**config.mk**
```make
export PLATFORM = sky130hd
export DESIGN_NAME = cla_serial_adder
export DESIGN_NICKNAME = d
export VERILOG_FILES = /design/src/rtl/cla_pkg.sv /design/src/rtl/cla4_slice.sv /design/src/rtl/cla_serial_adder.sv
export SDC_FILE = /design/constraint.sdc
export NUM_CORES = 1
export LEC_CHECK = 0
export BUFFER_PORTS_ARGS = -buffer_cell sky130_fd_sc_hd__buf_2
export CAP_MARGIN = 20
export CORE_MARGIN = 1
export CORE_UTILIZATION = 55
export DETAILED_ROUTE_END_ITERATION = 16
export PLACE_DENSITY = 0.9
export REMOVE_ABC_BUFFERS = 1
export SYNTH_ARGS = -nofsm -noshare
export SYNTH_HDL_FRONTEND = slang
export SYNTH_SLANG_ARGS = --single-unit
export TNS_END_PERCENT = 50
```
**constraint.sdc**
```tcl
create_clock -name clk -period 2.8 [get_ports clk]
set_input_delay 0.56 -clock clk [delete_from_list [all_inputs] [get_ports clk]]
set_output_delay 0.56 -clock clk [all_outputs]
set_load 0.005 [all_outputs]
```
**src/rtl/cla_pkg.sv**
```systemverilog
`default_nettype none
// ============================================================================
// Module  : cla_pkg
// Purpose : Shared types and constants for the serial carry-lookahead adder.
//           - state_t  : controller state encoding (IDLE / RUN / DONE)
//           - NIBBLE_W : width of the lookahead slice
//           - nib_count: number of slice passes needed for a given width
// Ports   : none (package)
// Revision: 1.0 - initial release
// ============================================================================
package cla_pkg;

  localparam int NIBBLE_W = 4;

  typedef enum logic [1:0] {
    IDLE = 2'd0,
    RUN  = 2'd1,
    DONE = 2'd2
  } state_t;

  function automatic int nib_count(input int width);
    return width / NIBBLE_W;
  endfunction

endpackage : cla_pkg
`default_nettype wire

```
**src/rtl/cla4_slice.sv**
```systemverilog
`default_nettype none
// ============================================================================
// Module  : cla4_slice
// Purpose : Combinational 4-bit carry-lookahead adder slice. All carries are
//           formed directly from generate/propagate terms, so there is no
//           ripple path inside the slice.
// Ports   : x[3:0], y[3:0] - addends
//           cin            - carry into bit 0
//           sum[3:0]       - x + y + cin (low 4 bits)
//           cout           - carry out of bit 3
//           c3             - carry into bit 3 (signed-overflow detection)
// Revision: 1.0 - initial release
// ============================================================================
module cla4_slice (
  input  logic [3:0] x,
  input  logic [3:0] y,
  input  logic       cin,
  output logic [3:0] sum,
  output logic       cout,
  output logic       c3
);

  logic [3:0] w_g;
  logic [3:0] w_p;
  logic [4:0] w_c;

  assign w_g = x & y;
  assign w_p = x ^ y;

  assign w_c[0] = cin;
  assign w_c[1] = w_g[0] | (w_p[0] & cin);
  assign w_c[2] = w_g[1] | (w_p[1] & w_g[0]) | (w_p[1] & w_p[0] & cin);
  assign w_c[3] = w_g[2] | (w_p[2] & w_g[1]) | (w_p[2] & w_p[1] & w_g[0])
                | (w_p[2] & w_p[1] & w_p[0] & cin);
  assign w_c[4] = w_g[3] | (w_p[3] & w_g[2]) | (w_p[3] & w_p[2] & w_g[1])
                | (w_p[3] & w_p[2] & w_p[1] & w_g[0])
                | (w_p[3] & w_p[2] & w_p[1] & w_p[0] & cin);

  assign sum  = w_p ^ w_c[3:0];
  assign cout = w_c[4];
  assign c3   = w_c[3];

endmodule : cla4_slice
`default_nettype wire

```
**src/rtl/cla_serial_adder.sv**
```systemverilog
`default_nettype none
// ============================================================================
// Module  : cla_serial_adder
// Purpose : WIDTH-bit adder that reuses one 4-bit CLA slice for WIDTH/4
//           cycles, LSB nibble first. Operands enter and the result leaves
//           through valid/ready handshakes. {cout,sum} = a + b + cin.
// Ports   : clk, rst (sync, active-high)
//           in_valid / in_ready   - operand handshake (in_ready only in IDLE)
//           a, b [WIDTH-1:0], cin - operands
//           out_valid / out_ready - result handshake (out_valid only in DONE)
//           sum [WIDTH-1:0], cout - registered result
//           busy                  - high in RUN or DONE
//           ovf                   - signed overflow (only with CLA_SERIAL_OVF_EN)
// Options : define CLA_SERIAL_OVF_EN to add the ovf output.
// Revision: 1.0 - initial release
// ============================================================================
module cla_serial_adder
  import cla_pkg::*;
#(
  parameter int WIDTH = 16
) (
  input  logic             clk,
  input  logic             rst,
  input  logic             in_valid,
  output logic             in_ready,
  input  logic [WIDTH-1:0] a,
  input  logic [WIDTH-1:0] b,
  input  logic             cin,
  output logic             out_valid,
  input  logic             out_ready,
  output logic [WIDTH-1:0] sum,
  output logic             cout,
  output logic             busy
`ifdef CLA_SERIAL_OVF_EN
  ,
  output logic             ovf
`endif
);

  localparam int NIB   = nib_count(WIDTH);
  localparam int IDX_W = (NIB > 1) ? $clog2(NIB) : 1;
  localparam logic [IDX_W-1:0] LAST_IDX = IDX_W'(NIB - 1);

  if (((WIDTH % NIBBLE_W) != 0) || (WIDTH < NIBBLE_W)) begin : g_bad_width
    $error("cla_serial_adder: WIDTH must be a multiple of 4 and at least 4");
  end

  state_t           r_state;
  state_t           w_state_next;
  logic [WIDTH-1:0] r_a_sh;
  logic [WIDTH-1:0] r_b_sh;
  logic             r_carry;
  logic [IDX_W-1:0] r_idx;
  logic [WIDTH-1:0] r_sum;
  logic             r_cout;
  logic [WIDTH-1:0] w_sum_next;
  logic [3:0]       w_slice_sum;
  logic             w_slice_cout;
  logic             w_last;
`ifdef CLA_SERIAL_OVF_EN
  logic             w_slice_c3;
  logic             r_ovf;
`else
  logic             w_unused_c3;
`endif

  // The only carry path between nibbles is r_carry.
  cla4_slice u_slice (
    .x    (r_a_sh[3:0]),
    .y    (r_b_sh[3:0]),
    .cin  (r_carry),
    .sum  (w_slice_sum),
    .cout (w_slice_cout),
`ifdef CLA_SERIAL_OVF_EN
    .c3   (w_slice_c3)
`else
    .c3   (w_unused_c3)
`endif
  );

  assign w_last = (r_idx == LAST_IDX);

  // Next-state and handshake decodes.
  always_comb begin
    w_state_next = r_state;
    in_ready     = 1'b0;
    out_valid    = 1'b0;
    busy         = 1'b0;
    case (r_state)
      IDLE: begin
        in_ready = 1'b1;
        if (in_valid) w_state_next = RUN;
      end
      RUN: begin
        busy = 1'b1;
        if (w_last) w_state_next = DONE;
      end
      DONE: begin
        busy      = 1'b1;
        out_valid = 1'b1;
        if (out_ready) w_state_next = IDLE;
      end
      default: w_state_next = IDLE;
    endcase
  end

  // Drop the slice result into the nibble selected by r_idx.
  always_comb begin
    w_sum_next = r_sum;
    for (int i = 0; i < NIB; i++) begin
      if (r_idx == IDX_W'(i)) w_sum_next[i*NIBBLE_W +: NIBBLE_W] = w_slice_sum;
    end
  end

  always_ff @(posedge clk) begin
    if (rst) r_state <= IDLE;
    else     r_state <= w_state_next;
  end

  always_ff @(posedge clk) begin
    if (rst) begin
      r_a_sh  <= '0;
      r_b_sh  <= '0;
      r_carry <= 1'b0;
      r_idx   <= '0;
      r_sum   <= '0;
      r_cout  <= 1'b0;
`ifdef CLA_SERIAL_OVF_EN
      r_ovf   <= 1'b0;
`endif
    end else begin
      case (r_state)
        IDLE: begin
          if (in_valid) begin
            r_a_sh  <= a;
            r_b_sh  <= b;
            r_carry <= cin;
            r_idx   <= '0;
            r_sum   <= '0;
            r_cout  <= 1'b0;
`ifdef CLA_SERIAL_OVF_EN
            r_ovf   <= 1'b0;
`endif
          end
        end
        RUN: begin
          r_sum   <= w_sum_next;
          r_carry <= w_slice_cout;
          r_a_sh  <= r_a_sh >> NIBBLE_W;
          r_b_sh  <= r_b_sh >> NIBBLE_W;
          r_idx   <= r_idx + IDX_W'(1);
          if (w_last) begin
            r_cout <= w_slice_cout;
`ifdef CLA_SERIAL_OVF_EN
            // Overflow = carry into MSB xor carry out of MSB (top nibble).
            r_ovf  <= w_slice_c3 ^ w_slice_cout;
`endif
          end
        end
        default: ;
      endcase
    end
  end

  assign sum  = r_sum;
  assign cout = r_cout;
`ifdef CLA_SERIAL_OVF_EN
  assign ovf  = r_ovf;
`endif

endmodule : cla_serial_adder
`default_nettype wire

```
==> metrics.txt, run 1 <==
status completed; fraction of layout cells with a size suffix above 1 0.237; Min-Delay Path Class flip-flop to flip-flop; initial antenna violation count 0; Starting Density 0.590; cell with the most instances after synthesis dfxtp_1; Num CTS Buffers 5; shortest period the worst path allows 2.27 ns; Initial DRT Pass Iterations 4; Final Core Density 0.671; Mapped Avg Cell Area ~9.4 µm²; Yosys cell types 35; HPWL after DPL 3920 µm; WS Path Type flip-flop to flip-flop; Final Setup Violations 0; clk_lat worst skew 0.31 ns; crit end category flip-flop; area share of and/or/nand/nor cells after synthesis 0.155; unrepaired setup endpoints after global routing false; post-synth design cell area roughly 0.0027 mm²; die height 71.5 µm; post-synthesis adder-cell area fraction 0.0687; synth cell count leaders dfxtp_1, nor2_1, mux2i_1, a211oi_1, a21oi_1; routed wl met2 around 2600 µm; DRC viols 0; DR iter-0 viols 104; Synth area leaders dfxtp_1, mux2i_1, a211oi_1, nor2_1, ha_1; met3 WL post-DR between 200 and 250 µm; die area just over 0.005 mm²; Ant. Diodes 0; final hold violation count 0; number of synthesized flops with an enable pin 0; GPL Wtd Cong around 0.83; P_leak around 1.3 nW; number of global-route vias before repair 2066; pin count of the biggest net entering global routing 45; worst vdd rail ir drop 666 µV; Compound-Gate Fraction of Synth Area 0.168; Final #Nets 383; grt total ovfl 0; FMAX between 400 and 500 MHz; top cell type's share of synthesized area 0.407; CTS tree yes; die width 71.5 µm; GR Util All Layers 0.237; Sink Count between 50 and 60; setup bufs post-CTS 0; Cells after Synth about 280; Core ar. around 0.0045 mm²; I/O Pins 57; Max FO, Critical Path 44; via count between 2000 and 2500; vias per inst between 5 and 6; Worst Skew 0.00549 ns; routed len/inst between 10 and 15 µm; Reg clk slew, reported paths 0.09 ns; met1 wire length 2560 µm; slew margin rel. 0.637; std cell rows 24; XOR/XNOR Fraction of Synth Area 0.00988; Filler cells ~360; Longest Clk Path Bufs 2; Ys Warns 0; post-CTS sizing 0; Top FF cell, synth dfxtp_1; Critical Path RT around 3 ns; CTS root buf clkbuf_8; max cap viols 0; pwr dens between 1000 and 1500 mW/mm²; register area share after synthesis 0.407; mux contribution to synthesized area 0.133; H-tree Lvls 2; asr flop ratio synth 0; fin. max-slew vios 0; Top Layer Used met4; total power around 0.0033 W; Post-CTS Hold Buffers 0; Tcrit/Tclk final 0.810; port bufs 56; combinational family with the most area after synthesis compound AO/OA/AOI/OAI gates; area leader, netlist dfxtp_1; worst-margin pin slew roughly 0.55 ns; Seq cells post-synth 54; antenna-violating nets left 0; first-pass GRT wire length 9490 µm; area grow syn2layout 13.7%; Worst EP arrival around 2.5 ns; crit start category flip-flop; final wirelength ~5600 µm
-- power by group --
part	switching (W)	total, W	internal [W]	leakage, nW
logic	0.000984	0.00168	0.000700	0.812
clock network	0.000242	0.000442	0.000200	0.0482
registers	0.000158	0.00118	0.00102	0.443
-- cells in the final DEF (no fill, tap or decap) --
cell	instances
or3_1	1
dfxtp_1	54
a22oi_1	2
a311oi_2	1
a211oi_1	24
xor2_1	1
a21o_1	1
xnor2_1	2
mux2i_4	1
clkbuf_8	6
nor2_1	46
buf_2	56
a31o_2	2
o32ai_1	5
nand3_1	7
nor3b_1	4
a32oi_1	1
a21oi_1	20
a31oi_1	1
a31o_1	2
ha_2	1
a21oi_2	3
nor2b_1	4
mux2i_1	33
o21ai_0	2
clkinv_2	1
inv_1	10
fa_1	1
nand2_1	5
and2_1	2
nand2b_1	12
clkbuf_1	1
nor3_2	1
buf_4	6
and3_1	1
ha_1	12
nor2_8	1
-- kinds of logic after synthesis --
family / after synthesis
adder cells (fa/ha/maj): 14
AO/OA/AOI/OAI: 64
flip-flops: 54
AND/OR/NAND/NOR: 84
buffers and inverters: 30
XOR/XNOR: 3
multiplexers: 34
-- path summary, 6_finish.rpt --
kind	slack [ns]	to	cells past startpoint	from
worst min-delay path	0.48	sum[11]	2	sum[11]
worst min register to register	0.48	sum[11]	2	sum[11]
worst max-delay path	0.53	r_a_sh[10]	8	r_state[1]
worst max register to register	0.53	r_a_sh[10]	8	r_state[1]
-- routing by layer --
layer | up-vias | GRT usage
li1 | 1096 | -
met1 | 992 | 0.296
met2 | 56 | 0.386
met3 | 17 | 0.0520
met4 | 0 | 0.124
met5 | - | 0
-- cell type report --
| class | instances | area [µm²] | share of cell area |
|---|---|---|---|
| flip-flops and latches | 54 | 1080 | 0.357 |
| well taps | 52 | 65.1 | 0.0215 |
| multi-input cells | 199 | 1420 | 0.471 |
| inverters | 10 | 37.5 | 0.0124 |
| clock buffers | 7 | 86.3 | 0.0285 |
| repair buffers | 62 | 325 | 0.108 |
| clock inverters | 1 | 5.00 | 0.00165 |
-- worst max-delay path: stages, from the launching register on --
cell and delay (ns):
dfxtp_1 0.34, inv_1 0.12, ha_1 0.37, buf_4 0.23
nor2_1 0.10, nor2_8 0.46, buf_4 0.25, nor2_1 0.06
a211oi_1 0.25
-- state kept, by name, summed over array words and instances (netlist names) --
| signal | count |
|---|---|
| r_a_sh | 16 |
| r_b_sh | 16 |
| sum | 16 |
| r_idx | 2 |
| r_state | 2 |
| cout | 1 |
| r_carry | 1 |
-- metrics by stage --
step	cells	TNS [ns]	setup WS, ns	hold slack (ns)	instance area, µm²
after floorplan	263	-2.28	-0.281	0.455	2540
after global placement	377	0	0.723	0.463	2930
after detailed placement	377	0	0.636	0.466	2930
after CTS	385	0	0.530	0.480	3020
after global routing	385	0	0.367	0.495	3020
final	385	0	0.531	0.476	3020
No activity file was read; power rests on OpenSTA's default activity.
==> inputs of run 2 (changes only) <==
--- a/config.mk
+++ b/config.mk
@@ -8,9 +8,9 @@
 export BUFFER_PORTS_ARGS = -buffer_cell sky130_fd_sc_hd__buf_2
 export CAP_MARGIN = 20
 export CORE_MARGIN = 1
-export CORE_UTILIZATION = 55
+export CORE_UTILIZATION = 49
 export DETAILED_ROUTE_END_ITERATION = 16
-export PLACE_DENSITY = 0.9
+export PLACE_DENSITY = 0.86
 export REMOVE_ABC_BUFFERS = 1
 export SYNTH_ARGS = -nofsm -noshare
 export SYNTH_HDL_FRONTEND = slang
==> constraint.sdc (replaced) <==
create_clock -name clk -period 1.85 [get_ports clk]
set_input_delay 0.37 -clock clk [delete_from_list [all_inputs] [get_ports clk]]
set_output_delay 0.37 -clock clk [all_outputs]
set_load 0.005 [all_outputs]
==> metrics.txt, run 2 (same netlist as run 1, synthesis figures left out) <==
Final #Nets 391 (+2.1%); Reg clk slew, reported paths 0.10 ns (about the same); Flop pwr share 0.350 (-0.006); number of non-filler instances in the completed layout 410 (+6.5%); cell breakdown of the critical path inv_1, ha_2, buf_4, mux2i_4, a21oi_2, nor3b_1, a31o_2; Worst Skew 0.00812 ns (+0.00264 ns); Core ar. 0.00517 mm² (+15%); unrepaired setup endpoints after global routing false; port bufs 56 (unchanged); GPL Wtd Cong 0.815 (-1.3%); fin. max-slew vios 0 (unchanged); FMAX 569 MHz (+29%); Sw Share 0.422 (+0.00303); Min-Delay Path Class primary input to flip-flop; worst vdd rail ir drop 993 µV (+49%); Post-Place Worst Slack -0.0841 ns (-0.720 ns); grt total ovfl 0 (unchanged); Post-Place Cells 400 (+6.1%); P_sw 0.00215 W (+55%); first-pass GRT wire length 9190 µm (-3.1%); Area after DPL 0.00299 mm² (+2.0%); Tcrit/Tclk final 0.950 (+0.140); Worst EP arrival 1.98 ns (-0.50 ns); area grow syn2layout 17.3%; initial antenna violation count 0 (unchanged); die area 0.00572 mm² (+12%); final hold violation count 0 (unchanged); Final Core Density 0.603 (-0.0686); Sink Count 54 (unchanged); pin count of the biggest net entering global routing 51 (+13%); Final Setup Violations 0 (unchanged); cell internal pwr 0.00294 W (+53%); antenna-violating nets left 0 (unchanged); shortest period the worst path allows 1.76 ns (-0.510 ns); cell area after layout 0.00312 mm² (+3.1%); std cell rows 26 (+8.3%); vias per inst 5.46 (-2.7%); crit end category flip-flop; number of global-route vias before repair 2060 (-0.29%); clock power share 0.127 (-0.007); worst-margin pin slew 0.563 ns (+0.0179 ns); HPWL after DPL 3970 µm (+1.3%); CTS tree yes; Starting Density 0.514 (-0.0762); Num CTS Buffers 5 (unchanged); routed len/inst 13.9 µm (-4.8%); Post-CTS Hold Buffers 0 (unchanged); Initial DRT Pass Iterations 4 (unchanged); slew margin rel. 0.623 (-0.0133); Critical Path RT 2.07 ns (-0.94 ns); DR iter-0 viols 129 (+24%); pwr dens 1630 mW/mm² (+49%); Ant. Diodes 0 (unchanged); Longest Clk Path Bufs 2 (unchanged); setup ws final 0.0917 ns (-0.440 ns); max cap viols 0 (unchanged); Comb pwr share 0.524 (+0.014); CTS root buf clkbuf_8; final wirelength 5680 µm (+1.4%); most frequent cells in the layout buf_2, dfxtp_1, nor2_1, mux2i_1, a211oi_1; H-tree Lvls 2 (unchanged); commonest non-fill, non-tap cell in the layout buf_2; crit start category flip-flop; Crit-path slowest cell dfxtp_1; I/O Pins 57 (unchanged); GR Util All Layers 0.213 (-0.0239); fraction of layout cells with a size suffix above 1 0.265 (+0.0275); Max FO, Critical Path 7 (-84%); die height 75.7 µm (+5.8%); clk_lat worst skew 0.31 ns (about the same); via count 2240 (+3.7%); P_leak 1.34 nW (+2.7%); die width 75.7 µm (+5.8%); WS Path Type flip-flop to flip-flop; status completed; CP max stage delay 0.38 ns (-0.08 ns); DRC viols 0 (unchanged)
[run 2: area by class of cell]
type / instances / area [µm²]
fillers: 435 / 2050
multi-input cells: 200 / 1450
flip-flops and latches: 54 / 1080
repair buffers: 69 / 378
well taps: 70 / 87.6
clock buffers: 6 / 72.6
inverters: 10 / 37.5
clock inverters: 1 / 7.51
[run 2: worst max-delay path, delay by kind of cell (launching register included)]
| family | cells | cell delay [ns] |
|---|---|---|
| multiplexers | 1 | 0.22 |
| buffers and inverters | 2 | 0.25 |
| AO/OA/AOI/OAI | 2 | 0.52 |
| AND/OR/NAND/NOR | 1 | 0.09 |
| flip-flops | 1 | 0.38 |
| adder cells (fa/ha/maj) | 1 | 0.20 |
[run 2: per-layer routing]
| layer | track usage | vias to the layer above | part of all wire |
|---|---|---|---|
| met5 | 0 | - | 0 |
| met4 | 0.0844 | 0 | 0.022 |
| met3 | 0.0370 | 15 | 0.036 |
| met2 | 0.367 | 60 | 0.48 |
| met1 | 0.266 | 1056 | 0.46 |
| li1 | - | 1109 | - |
[run 2: power by group through the flow]
stage                     sequential, W  combinational, W  clock (W)
after CTS                       0.00178           0.00256   0.000649
after detailed placement        0.00180           0.00253          0
final                           0.00178           0.00267   0.000645
after floorplan                 0.00175           0.00190          0
after global routing            0.00183           0.00296   0.000694
after global placement          0.00178           0.00245          0
[run 2: path summary, 6_finish.rpt]
kind / startpoint / endpoint / slack (ns) / depth (start not counted)
max reg2reg: r_state[1] / sum[10] / 0.09 / 7
max: r_state[1] / sum[10] / 0.09 / 7
min reg2reg: sum[3] / sum[3] / 0.48 / 2
min: b[15] / r_b_sh[15] / 0.30 / 3
[run 2: what timing repair did]
item,in CTS,in global routing
pin swaps,2,1
buffers inserted,0,2
endpoints found under the setup margin,1,37
gates cloned,0,1
gates resized for setup,3,2
[run 2: per-stage QoR]
step | setup TNS, ns | total power (W) | hold slack (ns)
floorplan | -44.06 | 0.00365 | 0.438
global placement | -0.0185 | 0.00423 | 0.465
detailed placement | -0.0841 | 0.00433 | 0.460
CTS | 0 | 0.00499 | 0.302
global route | 0 | 0.00548 | 0.317
finish | 0 | 0.00509 | 0.300
